===== config.mk =====
export PLATFORM = sky130hd
export DESIGN_NAME = prog_loader
export DESIGN_NICKNAME = d
export VERILOG_FILES = /design/src/rtl/prog_loader.sv
export SDC_FILE = /design/constraint.sdc
export NUM_CORES = 1
export LEC_CHECK = 0
export BUFFER_PORTS_ARGS = -buffer_cell sky130_fd_sc_hd__clkbuf_2
export CAP_MARGIN = 40
export CORE_MARGIN = 5
export CORE_UTILIZATION = 50
export DETAILED_ROUTE_END_ITERATION = 10
export PLACE_DENSITY = 0.82
export SYNTH_ARGS = -nofsm -noshare
export SYNTH_HDL_FRONTEND = slang
export SYNTH_SLANG_ARGS = --single-unit

===== constraint.sdc =====
create_clock -name clk -period 2 [get_ports clk]
set_clock_uncertainty 0.1 [all_clocks]
set_input_delay 0.2 -clock clk [delete_from_list [all_inputs] [get_ports clk]]
set_output_delay 0.2 -clock clk [all_outputs]
set_load 0.02 [all_outputs]

===== src/rtl/prog_loader.sv =====
// Program loader: collects opcode/immediate nibble pairs over a ready/valid link,
// writes them to program memory, then hands the memory port to the CPU in RUN.
module prog_loader #(
   parameter int MAX_MEM = 8
) (
   input  logic       clk,
   input  logic       rst_n,
   input  logic       load_req,
   input  logic       run_req,
   input  logic [3:0] nib_in,
   input  logic       nib_valid,
   output logic       nib_ready,
   input  logic [3:0] cpu_pc,
   output logic       mem_write,
   output logic [3:0] mem_address,
   output logic [3:0] mem_opcode,
   output logic [3:0] mem_immediate,
   output logic       cpu_run,
   output logic       loading,
   output logic       load_done,
   output logic [7:0] checksum
);

   typedef enum logic [2:0] {
      S_IDLE,
      S_LOAD_OP,
      S_LOAD_IMM,
      S_WRITE,
      S_RUN
   } state_t;

   localparam logic [3:0] LAST_PTR = 4'(MAX_MEM - 1);

   state_t     state_q, state_d;
   logic [3:0] wr_ptr_q;
   logic [3:0] op_q;
   logic [3:0] imm_q;
   logic [7:0] checksum_q;
   logic       load_done_q;
   logic       xfer;
   logic       last_word;
   logic       start_load;

   // nib_ready is a pure state decode, so xfer never feeds back into it.
   assign xfer      = nib_valid & nib_ready;
   assign last_word = (wr_ptr_q == LAST_PTR);

   always_comb begin
      // NOTE: default first so every path assigns state_d and no latch is inferred.
      state_d = state_q;
      unique case (state_q)
         S_IDLE: begin
            if (load_req)     state_d = S_LOAD_OP;
            else if (run_req) state_d = S_RUN;
         end
         S_LOAD_OP:  if (xfer) state_d = S_LOAD_IMM;
         S_LOAD_IMM: if (xfer) state_d = S_WRITE;
         S_WRITE:    state_d = last_word ? S_IDLE : S_LOAD_OP;
         S_RUN:      if (load_req) state_d = S_LOAD_OP;
         default:    state_d = S_IDLE;
      endcase
   end

   assign start_load = ((state_q == S_IDLE) || (state_q == S_RUN)) && (state_d == S_LOAD_OP);

   always_ff @(posedge clk or negedge rst_n) begin
      if (!rst_n) begin
         state_q <= S_IDLE;
      end else begin
         // NOTE: non-blocking so every register samples pre-edge values.
         state_q <= state_d;
      end
   end

   always_ff @(posedge clk or negedge rst_n) begin
      if (!rst_n) begin
         wr_ptr_q    <= 4'h0;
         op_q        <= 4'h0;
         imm_q       <= 4'h0;
         checksum_q  <= 8'h00;
         load_done_q <= 1'b0;
      end else begin
         load_done_q <= 1'b0;
         if (start_load) begin
            wr_ptr_q   <= 4'h0;
            checksum_q <= 8'h00;
         end
         if (state_q == S_LOAD_OP && xfer)  op_q  <= nib_in;
         if (state_q == S_LOAD_IMM && xfer) imm_q <= nib_in;
         if (state_q == S_WRITE) begin
            checksum_q <= checksum_q ^ {imm_q, op_q};
            // The pointer parks on the last address until the next load clears it.
            if (last_word) load_done_q <= 1'b1;
            else           wr_ptr_q    <= wr_ptr_q + 4'h1;
         end
      end
   end

   assign nib_ready     = (state_q == S_LOAD_OP) || (state_q == S_LOAD_IMM);
   assign loading       = nib_ready || (state_q == S_WRITE);
   assign mem_write     = (state_q == S_WRITE);
   assign cpu_run       = (state_q == S_RUN);
   assign load_done     = load_done_q;
   assign checksum      = checksum_q;
   assign mem_opcode    = op_q;
   assign mem_immediate = imm_q;

   always_comb begin
      mem_address = 4'h0;
      if (loading)      mem_address = wr_ptr_q;
      else if (cpu_run) mem_address = cpu_pc;
   end

endmodule


# After elaboration in Yosys (flattened, before gate mapping)
# Index checks and enable logic that the tools add are counted.
dict set report word_totals {
  output_inout_bits 25
  inputBits 13
  reg_bits 24
}
dict set report op_classes {
  mux 16
  n_addsub 1
  reduce_logical 8
  bitwise_logic 2
  n_eq_ne 6
}
# op n
set op_table {}
lappend op_table {{$mux 4} 5}
lappend op_table {{$mux 8} 2}
lappend op_table {{$mux 3} 5}
lappend op_table {{$pmux 3 s5} 1}
lappend op_table {{$xor 8x8->8} 1}
lappend op_table {{$eq 3x1->1 const B} 2}
lappend op_table {{$eq 3x2->1 const B} 2}
lappend op_table {{$add 4x1->4 const B} 1}
lappend op_table {{$eq 4x3->1 const B} 1}
lappend op_table {{$eq 3x3->1 const B} 1}
lappend op_table {{$logic_and 1x1->1} 3}
lappend op_table {{$logic_not 3->1} 1}
lappend op_table {{$logic_or 1x1->1} 3}
lappend op_table {{$mux 1} 3}
lappend op_table {{$reduce_bool 2->1} 1}
lappend op_table {{$and 1x1->1} 1}

# Depth between registers and ports, before layout
dict set report depth {
  word_depth 10
  mapped_depth 5
}

# Worst setup path before layout
# No wires, ideal clock.
dict set report synth_path {
  path_type {register to output}
  from {reg state_q[1]}
  to {out mem_address[0]}
  t_arrival_ns 1.295
  path_buffers 2
  path_stages_with_launch 6
  required_ns 1.700
  slack_ns 0.405
  path_cell_list {dfrtp_1 buf_6 or2_2 clkbuf_1 nand2_1 o21ai_0}
}
dict set report synth_between {
  elab_chain_len 4
}
# item line_no
set synth_rtl {}
lappend synth_rtl {{start, declared} 34} ;# state_t state_q, state_d;
lappend synth_rtl {{start signal, assigned} 71} ;# state_q <= state_d;
lappend synth_rtl {{$eq 3x1->1 / $eq 3x2->1 (equally long branches)} 99} ;# assign nib_ready = (state_q == S_LOAD_OP) || (state_q == S_LOAD_IMM);
lappend synth_rtl {{$logic_or 1x1->1} 99}
lappend synth_rtl {{$logic_or 1x1->1} 100} ;# assign loading = nib_ready || (state_q == S_WRITE);
lappend synth_rtl {{$mux 4 (*)} 110} ;# if (loading) mem_address = wr_ptr_q;
lappend synth_rtl {{end, declared} 15} ;# output logic [3:0] mem_address,
# Every way passes the cells marked *; elsewhere a longest branch is shown, timed or not.

# Worst setup path after layout
dict set report layout_path {
  from {reg state_q[2]}
  to {out mem_write}
}
dict set report layout_between {
  elab_chain_len 1
}
# item line_no
set layout_rtl {}
lappend layout_rtl {{$eq 3x2->1} 101} ;# assign mem_write = (state_q == S_WRITE);
lappend layout_rtl {{end, declared} 14} ;# output logic mem_write,
# Every way passes these cells.

==> flow_summary.json <==
{
  "synthAdderAreaFrac_pct": 0.988,
  "synth_top_family_by_area": "simple AND/OR/NAND/NOR gates",
  "drc": 0,
  "power.density_nw_per_um2": 1560,
  "ys_types": 30,
  "synth-seq-cells": 24,
  "synth_seq_area_share_pct": 47.4,
  "dieHeight_um": 60.3,
  "drive_gt1_share_pct": 39.9,
  "grt_pass1_vias": 917,
  "end_kind": "output pin",
  "muxShareOfSynthArea_pct": 8.70,
  "cp_cell_sequence": "nand3b_4 > inv_2 > clkbuf_2",
  "synth_commonest_cells": "dfrtp_1 (24), nor3b_1 (17), a211o_1 (8), mux2_2 (8), o21ai_0 (7)",
  "num_vias": 964,
  "cts_tree": "built",
  "critPathBufInv": 2,
  "crit_slowest_cell": "dfrtp_2",
  "clk_pin_slew_ns": 0.14,
  "grt_pass1_wl_mm": 4.39,
  "setup_viol": 0,
  "r2r_slack_ns": 0.31,
  "tns_ns": 0,
  "dpl_cell_area_um2": 1440,
  "grt_max_degree": 25,
  "seq_area_um2": 603,
  "yosysWarnings": 0,
  "hold_ws_ns": 0.0218,
  "numCtsBuffers": 3,
  "core_um2": 2450,
  "nNetsFinal": 163,
  "clkLatencyLatePin_ns": 0.32,
  "hp-class": "in -> reg",
  "synth-edff-count": 0,
  "wl_per_cell_um": 14.7,
  "top_usage_layer": "met2",
  "multiInputGateArea_um2": 604,
  "synth_top_area_share_pct": 47.4,
  "critical-path-top-delay-family": "flip-flops",
  "slew_violations": 0,
  "drt_wl_total_mm": 2.61,
  "critPathRequiredTime_ns": 1.70,
  "yosysMostFrequentCell": "dfrtp_1",
  "synth-simple-area-share_pct": 23.5,
  "synth_area_leaders": "dfrtp_1 (47%), nor3b_1 (10%), mux2_2 (7.1%), a211o_1 (5.5%), o21ai_0 (2.8%)",
  "fp-row-count": 18,
  "dp_hpwl_mm": 1.93,
  "critPathKind": "reg -> out",
  "finalInstanceArea_um2": 1520,
  "diodes": 0,
  "peakVddDrop_mv": 1.29,
  "die_area_um2": 3640,
  "yosys.area.top_type": "dfrtp_1",
  "p_total_mw": 2.37,
  "netlist_area_um2": 1270,
  "cts.htree.levels": 1,
  "worst_ep_arrival_time_ns": 1.59,
  "cts-root-buf": "clkbuf_4",
  "cts_buffer_depth": 2,
  "antenna_found_initial": 0,
  "worst-path-max-fanout": 18,
  "gp_congestion": 0.794,
  "tightest_slew_ns": 0.583,
  "synth_nets": 125,
  "synth_xor_area_share_pct": 1.38,
  "io_buffers": 37,
  "synth.avg_cell_area_um2": 11.4,
  "ios": 38,
  "area_delta_synth_final_pct": 19.9,
  "final_hold_viol_count": 0,
  "grt_usage_pct": 16.4,
  "fill_cells": 207,
  "use_met1_pct": 20.2,
  "syn_inst": 111,
  "max_slew_margin_pct": 61.2,
  "via_per_inst": 5.42,
  "p_leak_nw": 0.775,
  "max_stage_delay_ns": 0.54,
  "cts_setup_buffers": 0,
  "synth_compound_area_share_pct": 13.1,
  "drtAntennaViolNets": 0,
  "die-width_um": 60.3,
  "fmaxAchievable_mhz": 529,
  "fin_crit_ns": 1.89,
  "first_pass_iters": 4,
  "synth_top_flop_cell": "dfrtp_1",
  "use_met2_pct": 27.8,
  "clkSinkCount": 24,
  "dr.first_iter.drc_count": 20,
  "initial_core_util_pct": 51.6,
  "rsz0062_at_grt": "false",
  "met3_usage_pct": 4.97,
  "status": "finished, final reports clean",
  "maxCapViolCount": 0,
  "gr-total-overflow": 0,
  "synthArstFlopShare_pct": 100,
  "min_period_over_period_pct": 94.4,
  "start_kind": "flip-flop"
}
[power by group]
part	switching (mW)	internal, mW
combinational	0.627	0.464
clock	0.148	0.203
sequential	0.246	0.680
total	1.02	1.35
[what timing repair did]
action	CTS	global route
hold endpoints to repair	24	2
resized for setup	0	2
setup endpoints to repair	0	5
hold buffers	1	1
[kinds of logic after synthesis]
kind of cell,Yosys count
xor+xnor,2
compound gates,23
simple gates,41
fa+ha+maj,1
flops,24
buf+inv,10
mux,10
[final cells by class]
cell class	instances	share of cell area, %
inverters	4	0.989
clock buffers	3	1.48
flip-flops and latches	24	39.7
multi-input cells	77	39.8
repair buffers	39	13.5
clock inverters	1	1.98
well taps	30	2.47
[layer usage]
metal | up-vias | part of all wire, %
met5 | - | 0
met4 | 0 | 1.1
met3 | 2 | 4.5
met2 | 18 | 52
met1 | 466 | 42
li1 | 478 | -
[flip-flops by register name (all words and copies together), names as in the netlist]
name	count
wr_ptr_q	4
load_done	1
state_q	3
mem_immediate	4
mem_opcode	4
checksum	8
[worst register-to-register path, delay by kind of cell, from the launching register on]
kind	cells	cell delay, ns
AND/OR/NAND/NOR	1	0.33
AO/OA/AOI/OAI	2	0.41
buffers and inverters	1	0.20
flip-flops	1	0.54
[final timing paths]
| path | from | endpoint | depth (start not counted) |
|---|---|---|---|
| worst max-delay path | state_q[2]$_DFF_PN0_ | mem_write | 3 |
| min in group asynchronous | rst_n | mem_immediate[0]$_DFFE_PN0P_ | 2 |
| worst max register to register | state_q[2]$_DFF_PN0_ | checksum[7]$_DFFE_PN0P_ | 4 |
| worst min register to register | wr_ptr_q[0]$_DFF_PN0_ | wr_ptr_q[0]$_DFF_PN0_ | 1 |
| max in group asynchronous | rst_n | state_q[2]$_DFF_PN0_ | 2 |
| worst min-delay path | nib_in[0] | mem_opcode[0]$_DFFE_PN0P_ | 2 |
[layout by cell type (no fill, tap or decap), types with 3 or more instances in the layout]
cell      netlist  layout
clkbuf_2        0      37
dfrtp_1        24      22
nor3b_1        17      17
a211o_1         8       8
mux2_2          8       8
o21ai_0         7       7
nand2_1         6       6
nand3_1         5       5
a21oi_1         4       4
nor2_1          3       3
clkbuf_4        0       3
[through the flow]
stage               util, %  instances  setup slack [ns]
finish                 61.8        178             0.111
global route           61.8        178           0.00228
CTS                    61.3        177           0.00338
detailed placement     58.8        172             0.243
global placement       58.8        172             0.315
floorplan                 -        111             0.405
(Power assumes the default switching activity.)
